==> src/rtl/fifo_wr_arbiter.sv <==
// Round-robin arbiter sharing one FIFO write port among N_REQ producers,
// granting bursts of up to BURST accepted writes and throttling on fifo_full.
module fifo_wr_arbiter #(
  parameter int N_REQ = 4,
  parameter int BURST = 4,
  parameter int IDX_W = 2,
  parameter int CNT_W = 4
) (
  input  logic             clk,
  input  logic             rst,
  input  logic [N_REQ-1:0] req,
  input  logic             fifo_full,
  output logic [N_REQ-1:0] gnt,
  output logic [IDX_W-1:0] wr_sel,
  output logic             fifo_wr_en,
  output logic [CNT_W-1:0] beat_cnt,
  output logic             busy
);

  typedef enum logic {IDLE, GRANT} state_t;

  localparam logic [CNT_W-1:0] LAST_BEAT = CNT_W'(BURST - 1);
  localparam logic [IDX_W-1:0] LAST_REQ  = IDX_W'(N_REQ - 1);
  localparam logic [IDX_W:0]   N_REQ_EXT = (IDX_W + 1)'(N_REQ);

  state_t             state, state_n;
  logic [IDX_W-1:0]   last_owner, last_owner_n;
  logic [IDX_W-1:0]   wr_sel_n;
  logic [CNT_W-1:0]   beat_cnt_n;
  logic [N_REQ-1:0]   gnt_n;

  logic [IDX_W-1:0]   pick_base;
  logic [IDX_W-1:0]   pick_idx;
  logic               pick_hit;
  logic               pick_valid;
  logic [IDX_W:0]     scan_pos;
  logic               hand_off;

  // NOTE: state flops use non-blocking assignments so every flop samples
  // pre-edge values regardless of statement order.
  always_ff @(posedge clk or posedge rst) begin
    if (rst) begin
      state      <= IDLE;
      gnt        <= '0;
      wr_sel     <= '0;
      beat_cnt   <= '0;
      last_owner <= LAST_REQ;
    end else begin
      state      <= state_n;
      gnt        <= gnt_n;
      wr_sel     <= wr_sel_n;
      beat_cnt   <= beat_cnt_n;
      last_owner <= last_owner_n;
    end
  end

  // Rotating scan: while granted, the current owner becomes the rotation
  // base, so a hand-off starts searching just past it.
  always_comb begin
    // NOTE: every combinational output gets a default before any branch so
    // no path leaves a value unassigned (which would infer a latch).
    pick_base = (state == GRANT) ? wr_sel : last_owner;
    pick_idx  = '0;
    pick_hit  = 1'b0;
    scan_pos  = '0;
    for (int i = N_REQ; i >= 1; i--) begin
      scan_pos = {1'b0, pick_base} + (IDX_W + 1)'(i);
      if (scan_pos >= N_REQ_EXT) scan_pos = scan_pos - N_REQ_EXT;
      if (req[scan_pos[IDX_W-1:0]]) begin
        pick_hit = 1'b1;
        pick_idx = scan_pos[IDX_W-1:0];
      end
    end
    pick_valid = pick_hit && !fifo_full;
  end

  always_comb begin
    state_n      = state;
    gnt_n        = gnt;
    wr_sel_n     = wr_sel;
    beat_cnt_n   = beat_cnt;
    last_owner_n = last_owner;
    hand_off     = 1'b0;

    unique case (state)
      IDLE: begin
        if (pick_valid) begin
          state_n           = GRANT;
          gnt_n             = '0;
          gnt_n[pick_idx]   = 1'b1;
          wr_sel_n          = pick_idx;
          beat_cnt_n        = '0;
        end
      end
      GRANT: begin
        // Release (owner dropped req) outranks a stall; burst end needs an accept.
        hand_off = !req[wr_sel] || (fifo_wr_en && (beat_cnt == LAST_BEAT));
        if (hand_off) begin
          last_owner_n = wr_sel;
          beat_cnt_n   = '0;
          if (pick_valid) begin
            gnt_n           = '0;
            gnt_n[pick_idx] = 1'b1;
            wr_sel_n        = pick_idx;
          end else begin
            state_n  = IDLE;
            gnt_n    = '0;
            wr_sel_n = '0;
          end
        end else if (fifo_wr_en) begin
          beat_cnt_n = beat_cnt + 1'b1;
        end
      end
      default: state_n = IDLE;
    endcase
  end

  always_comb begin
    busy       = (state == GRANT);
    fifo_wr_en = busy && req[wr_sel] && !fifo_full;
  end

endmodule

==> config.mk <==
export PLATFORM = sky130hd
export DESIGN_NAME = fifo_wr_arbiter
export DESIGN_NICKNAME = d
export VERILOG_FILES = /design/src/rtl/fifo_wr_arbiter.sv
export SDC_FILE = /design/constraint.sdc
export NUM_CORES = 1
export LEC_CHECK = 0
export ABC_CLOCK_PERIOD_IN_PS = 5650
export BUFFER_PORTS_ARGS = -buffer_cell sky130_fd_sc_hd__clkbuf_2
export CAP_MARGIN = 40
export CORE_AREA = 2 2 39 41
export CTS_BUF_LIST = sky130_fd_sc_hd__clkbuf_2
export DETAILED_ROUTE_END_ITERATION = 6
export DIE_AREA = 0 0 41 43
export GPL_ROUTABILITY_DRIVEN = 0
export PLACE_DENSITY = 0.82
export SYNTH_ARGS = -nofsm -noshare
export SYNTH_HDL_FRONTEND = slang
export SYNTH_SLANG_ARGS = --single-unit
==> constraint.sdc <==
create_clock -name clk -period 5.65 [get_ports clk]
set_input_delay 1.13 -clock clk [delete_from_list [all_inputs] [get_ports clk]]
set_output_delay 1.13 -clock clk [all_outputs]
set_load 0.02 [all_outputs]
# After elaboration in Yosys (flattened, before gate mapping)

Index checks and enable logic that the tools add are counted.

Output and inout bits: 12
Input port bits: 7
Register bits after elaboration: 13
Word-level logic and storage cells: 81

Add/subtract/negate cells: 9
Order comparisons: 11
Reductions and logical operators: 11
Multiplexer cells: 40
Equal/unequal tests: 4
Bitwise operators: 1

Operators with widths:

| kind                                                                                | number |
|---|---|
| 2-bit two-way mux                                                                   | 12 |
| 4-bit two-way mux                                                                   | 6 |
| 2-bit by 3-bit less-than comparator with 1-bit output, second input constant        | 6 |
| 4-bit case mux with 2 select lines                                                  | 2 |
| 3-bit greater-or-equal comparator, second input constant                            | 4 |
| 1-bit two-way mux                                                                   | 12 |
| 1-bit binary-select mux with 2-bit select                                           | 5 |
| 2-bit by 1-bit subtractor with 2-bit output, second input constant                  | 4 |
| 2-bit by 2-bit adder with 3-bit output, second input constant                       | 2 |
| 2-bit AND reduction                                                                 | 3 |
| 1-bit logical AND                                                                   | 5 |
| 4-bit by 1-bit adder with 4-bit output, second input constant                       | 1 |
| 4-bit by 2-bit equality test with 1-bit output, second input constant               | 1 |
| 2-bit case mux with 2 select lines                                                  | 1 |
| 2-bit by 1-bit adder with 3-bit output, second input constant                       | 1 |
| 2-bit by 3-bit adder with 3-bit output, second input constant                       | 1 |
| 3-bit by 2-bit != test with 1-bit output, second input constant                     | 1 |
| 1-bit demux with 2-bit select                                                       | 1 |
| 2-bit by 1-bit greater-or-equal comparator with 1-bit output, second input constant | 1 |
| 1-bit zero test                                                                     | 2 |
| 2-bit by 1-bit != test with 1-bit output, second input constant                     | 1 |
| 2-bit != test, second input constant                                                | 1 |
| 1-bit case mux with 2 select lines                                                  | 1 |
| 1-bit logical OR                                                                    | 1 |
| 1-bit inverter                                                                      | 1 |

# Depth between registers and ports, before layout

Depth after elaboration: 17
Gate-level depth with buffers: 6
Mapped depth without buffers: 6

# Worst setup path after synthesis

No wires, ideal clock.

Kind: input -> output
Start: in req[1]
End: out fifo_wr_en
Data required time: 4520 ps
Path slack: 2578 ps
Cell stages on the path: 3
Arrival: 1942 ps
Buffers on the path: 0
Path through: mux4_2 > inv_1 > nor3b_1

Cells in the longest elaborated chain, start to end: 4

Ends and longest elaborated chain:

| what                                      | RTL line | RTL |
|---|---|---|
| start: declaration                        | 11       | `input logic [N_REQ-1:0] req,` |
| 1-bit binary-select mux with 2-bit select | 120      | `fifo_wr_en = busy && req[wr_sel] && !fifo_full;` |
| 1-bit two-way mux (implied by the code)   | 120      |  |
| 1-bit logical AND (2 in series)           | 120      |  |
| end: declaration                          | 15       | `output logic fifo_wr_en,` |

Every way passes these cells. The select of a mux whose other input is x is not followed.

# Final worst setup path

Start: in req[0]
End: out fifo_wr_en

Same word-level chain as after synthesis.

==> summary.txt <==
CTS root buf: clkbuf_2
row cnt: 14
global-route wire length before repair: 2.26 mm
CP Capture Type: primary output
Post-Syn Instances: 69
Design Power: 431 uW
ant diodes: 0
Max Freq: 315 MHz
critical path, cell by cell: clkbuf_2 -> mux4_2 -> inv_1 -> nor3b_1 -> clkbuf_2
CP max stage delay: 490 ps
status: finished, final reports clean
Slew Viols, Final: 0
most frequent cells in the layout: clkbuf_2, dfrtp_1, nand2_1, a21oi_1, o21ai_0
endpoints failing setup: 0
Post-DRT Antenna Nets: 0
clk buf depth: 2
die height: 43 um
DR pass1 iterations: 4
hold_buf cts: 0
worst rel slew slack: 66.9%
effective utilization at floorplan: 52.4%
Post-Syn Nets: 77
grt ovf: 0
Ports: 19
DPL Wire Length: 1.11 mm
Final Hold Fails: 0
start point of the critical path: req[0]
DR DRC count: 0
synthesized area: 724 sq um
critical path class: in2out
number of vias in the routed layout: 604
post-synthesis sequential area ratio: 45.3%
CTS Sinks: 13
number of port buffers: 18
largest net degree at the start of global routing: 14
CP max-delay cell: mux4_2
Crit path required time: 4520 ps
final net count: 99
Post-Route WL: 1.50 mm
Worst Min Path Start: gnt[3]
setup bufs post-CTS: 0
max_cap viols: 0
Static Leak: 0.439 nW
die area: 0.00176 sq mm
initial antenna violation count: 0
synth unique cells: 32
share of layout cells above drive strength 1: 36.7%
total CTS buffers: 3
Worst Path Max Fanout: 4
number of DRC markers in iteration 0: 15
vias in the first global route: 503
per-cell routed wire length: 14.1 um
Util after Layout: 61.2%
synthesized area per cell: 10.5 sq um
CP most frequent cell: clkbuf_2
CTS tree: yes
most common cell after layout, fill and taps aside: clkbuf_2
worst reg2reg startpoint: beat_cnt[0]
Area growth, synth to finish: 16.9%
vias per cell: 5.70
fill cell count: 125
period utilisation layout: 56.3%
setup tns final: 0 ps
CP startpoint kind: primary input
Hold WC Path Type: reg2reg
YS warnings: 0
CP Data Arrival Time: 2050 ps
worst-skew pair later-pin latency: 280 ps
cts repair resizes: 0
pwr/cell area: 509 mW/mm^2
Synth Register Bits: 13
Tightest Pin Transition: 496 ps
Worst IR Drop VDD: 272 uV
Setup Skew: 9.02 ps
die width: 41 um
gr usage total: 19.9%
Worst-path clk slew: 110 ps
Tmin final: 3180 ps
H-tree depth: 1
core area: 0.00138 sq mm
RSZ-0062 raised after global routing: no
Yosys cell counts (all sizes together):
master	n	share of area, %
dfrtp	11	38
nand2	7	3.6
o21ai	6	4.7
a21oi	4	2.8
a22o	3	3.6
and3	3	2.6
inv	3	1.6
mux2	3	4.7
mux2i	3	4.1
nor2	3	1.6
nor3b	3	3.1
dfstp	2	7.3
o21a	2	2.2
a211o	1	1.2
a21o	1	1.0
a2bb2oi	1	1.2
a32o	1	1.4
and2	1	1.2
and2b	1	1.2
buf	1	1.0
ha	1	1.7
mux4	1	3.1
nand2b	1	0.86
nand3	1	0.69
nand3b	1	1.0
nor2b	1	0.86
o22ai	1	0.86
or3	1	1.6
or3b	1	1.2
where the power goes:
part	internal, mW	total, mW	switching [mW]
clock	0.0188	0.0492	0.0304
combinational	0.0952	0.219	0.124
sequential	0.131	0.163	0.0321
routing by layer:
layer | vias to the layer above | wire length [um] | GRT usage (%)
met2 | 16 | 645 | 24.4
met4 | 0 | 44 | 14.0
met5 | - | 0 | 0
li1 | 296 | - | -
met1 | 288 | 747 | 29.6
met3 | 4 | 58 | 4.71
metrics by stage:
stage	hold slack, ps	instance area [sq um]	setup WS [ps]	instances
after global routing	542	847	2420	106
after detailed placement	470	827	2470	102
after CTS	498	847	2470	106
after global placement	469	827	2520	102
final	491	847	2470	106
after floorplan	598	724	2580	69
logic make-up after synthesis:
| group | after synthesis | share of synthesized area [%] |
|---|---|---|
| compound gates | 20 | 19.0 |
| fa+ha+maj | 1 | 1.73 |
| buf+inv | 4 | 2.59 |
| flops | 13 | 45.2 |
| mux | 7 | 11.9 |
| simple gates | 24 | 19.5 |
registers in the layout (all words and copies together), names as in the netlist:
signal and cells:
last_owner 2, beat_cnt 4, gnt 4, busy 1, wr_sel 2
path summary, 6_finish.rpt:
path                            endpoint  depth (start not counted)  slack [ps]
min                               gnt[3]                          2         490
max                           fifo_wr_en                          5        2470
min reg2reg                       gnt[3]                          2         490
min in group asynchronous         gnt[2]                          2         820
max reg2reg                       gnt[2]                          6        3640
max in group asynchronous  last_owner[1]                          2        4470
area by class of cell:
| type | instances | area, sq um | share of cell area [%] |
|---|---|---|---|
| timing repair buffer | 18 | 90.1 | 10.6 |
| tap | 16 | 20.0 | 2.36 |
| inverter | 3 | 11.3 | 1.33 |
| sequential | 13 | 328 | 38.7 |
| clock buffer | 4 | 20.0 | 2.36 |
| multi-input combinational | 52 | 378 | 44.6 |
critical path: cells and delay by family:
kind / cells / cell delay, ps
buffers and inverters: 3 / 360
and+or+nand+nor: 1 / 50
muxes: 1 / 490
Power figures use the tool's default switching activity.
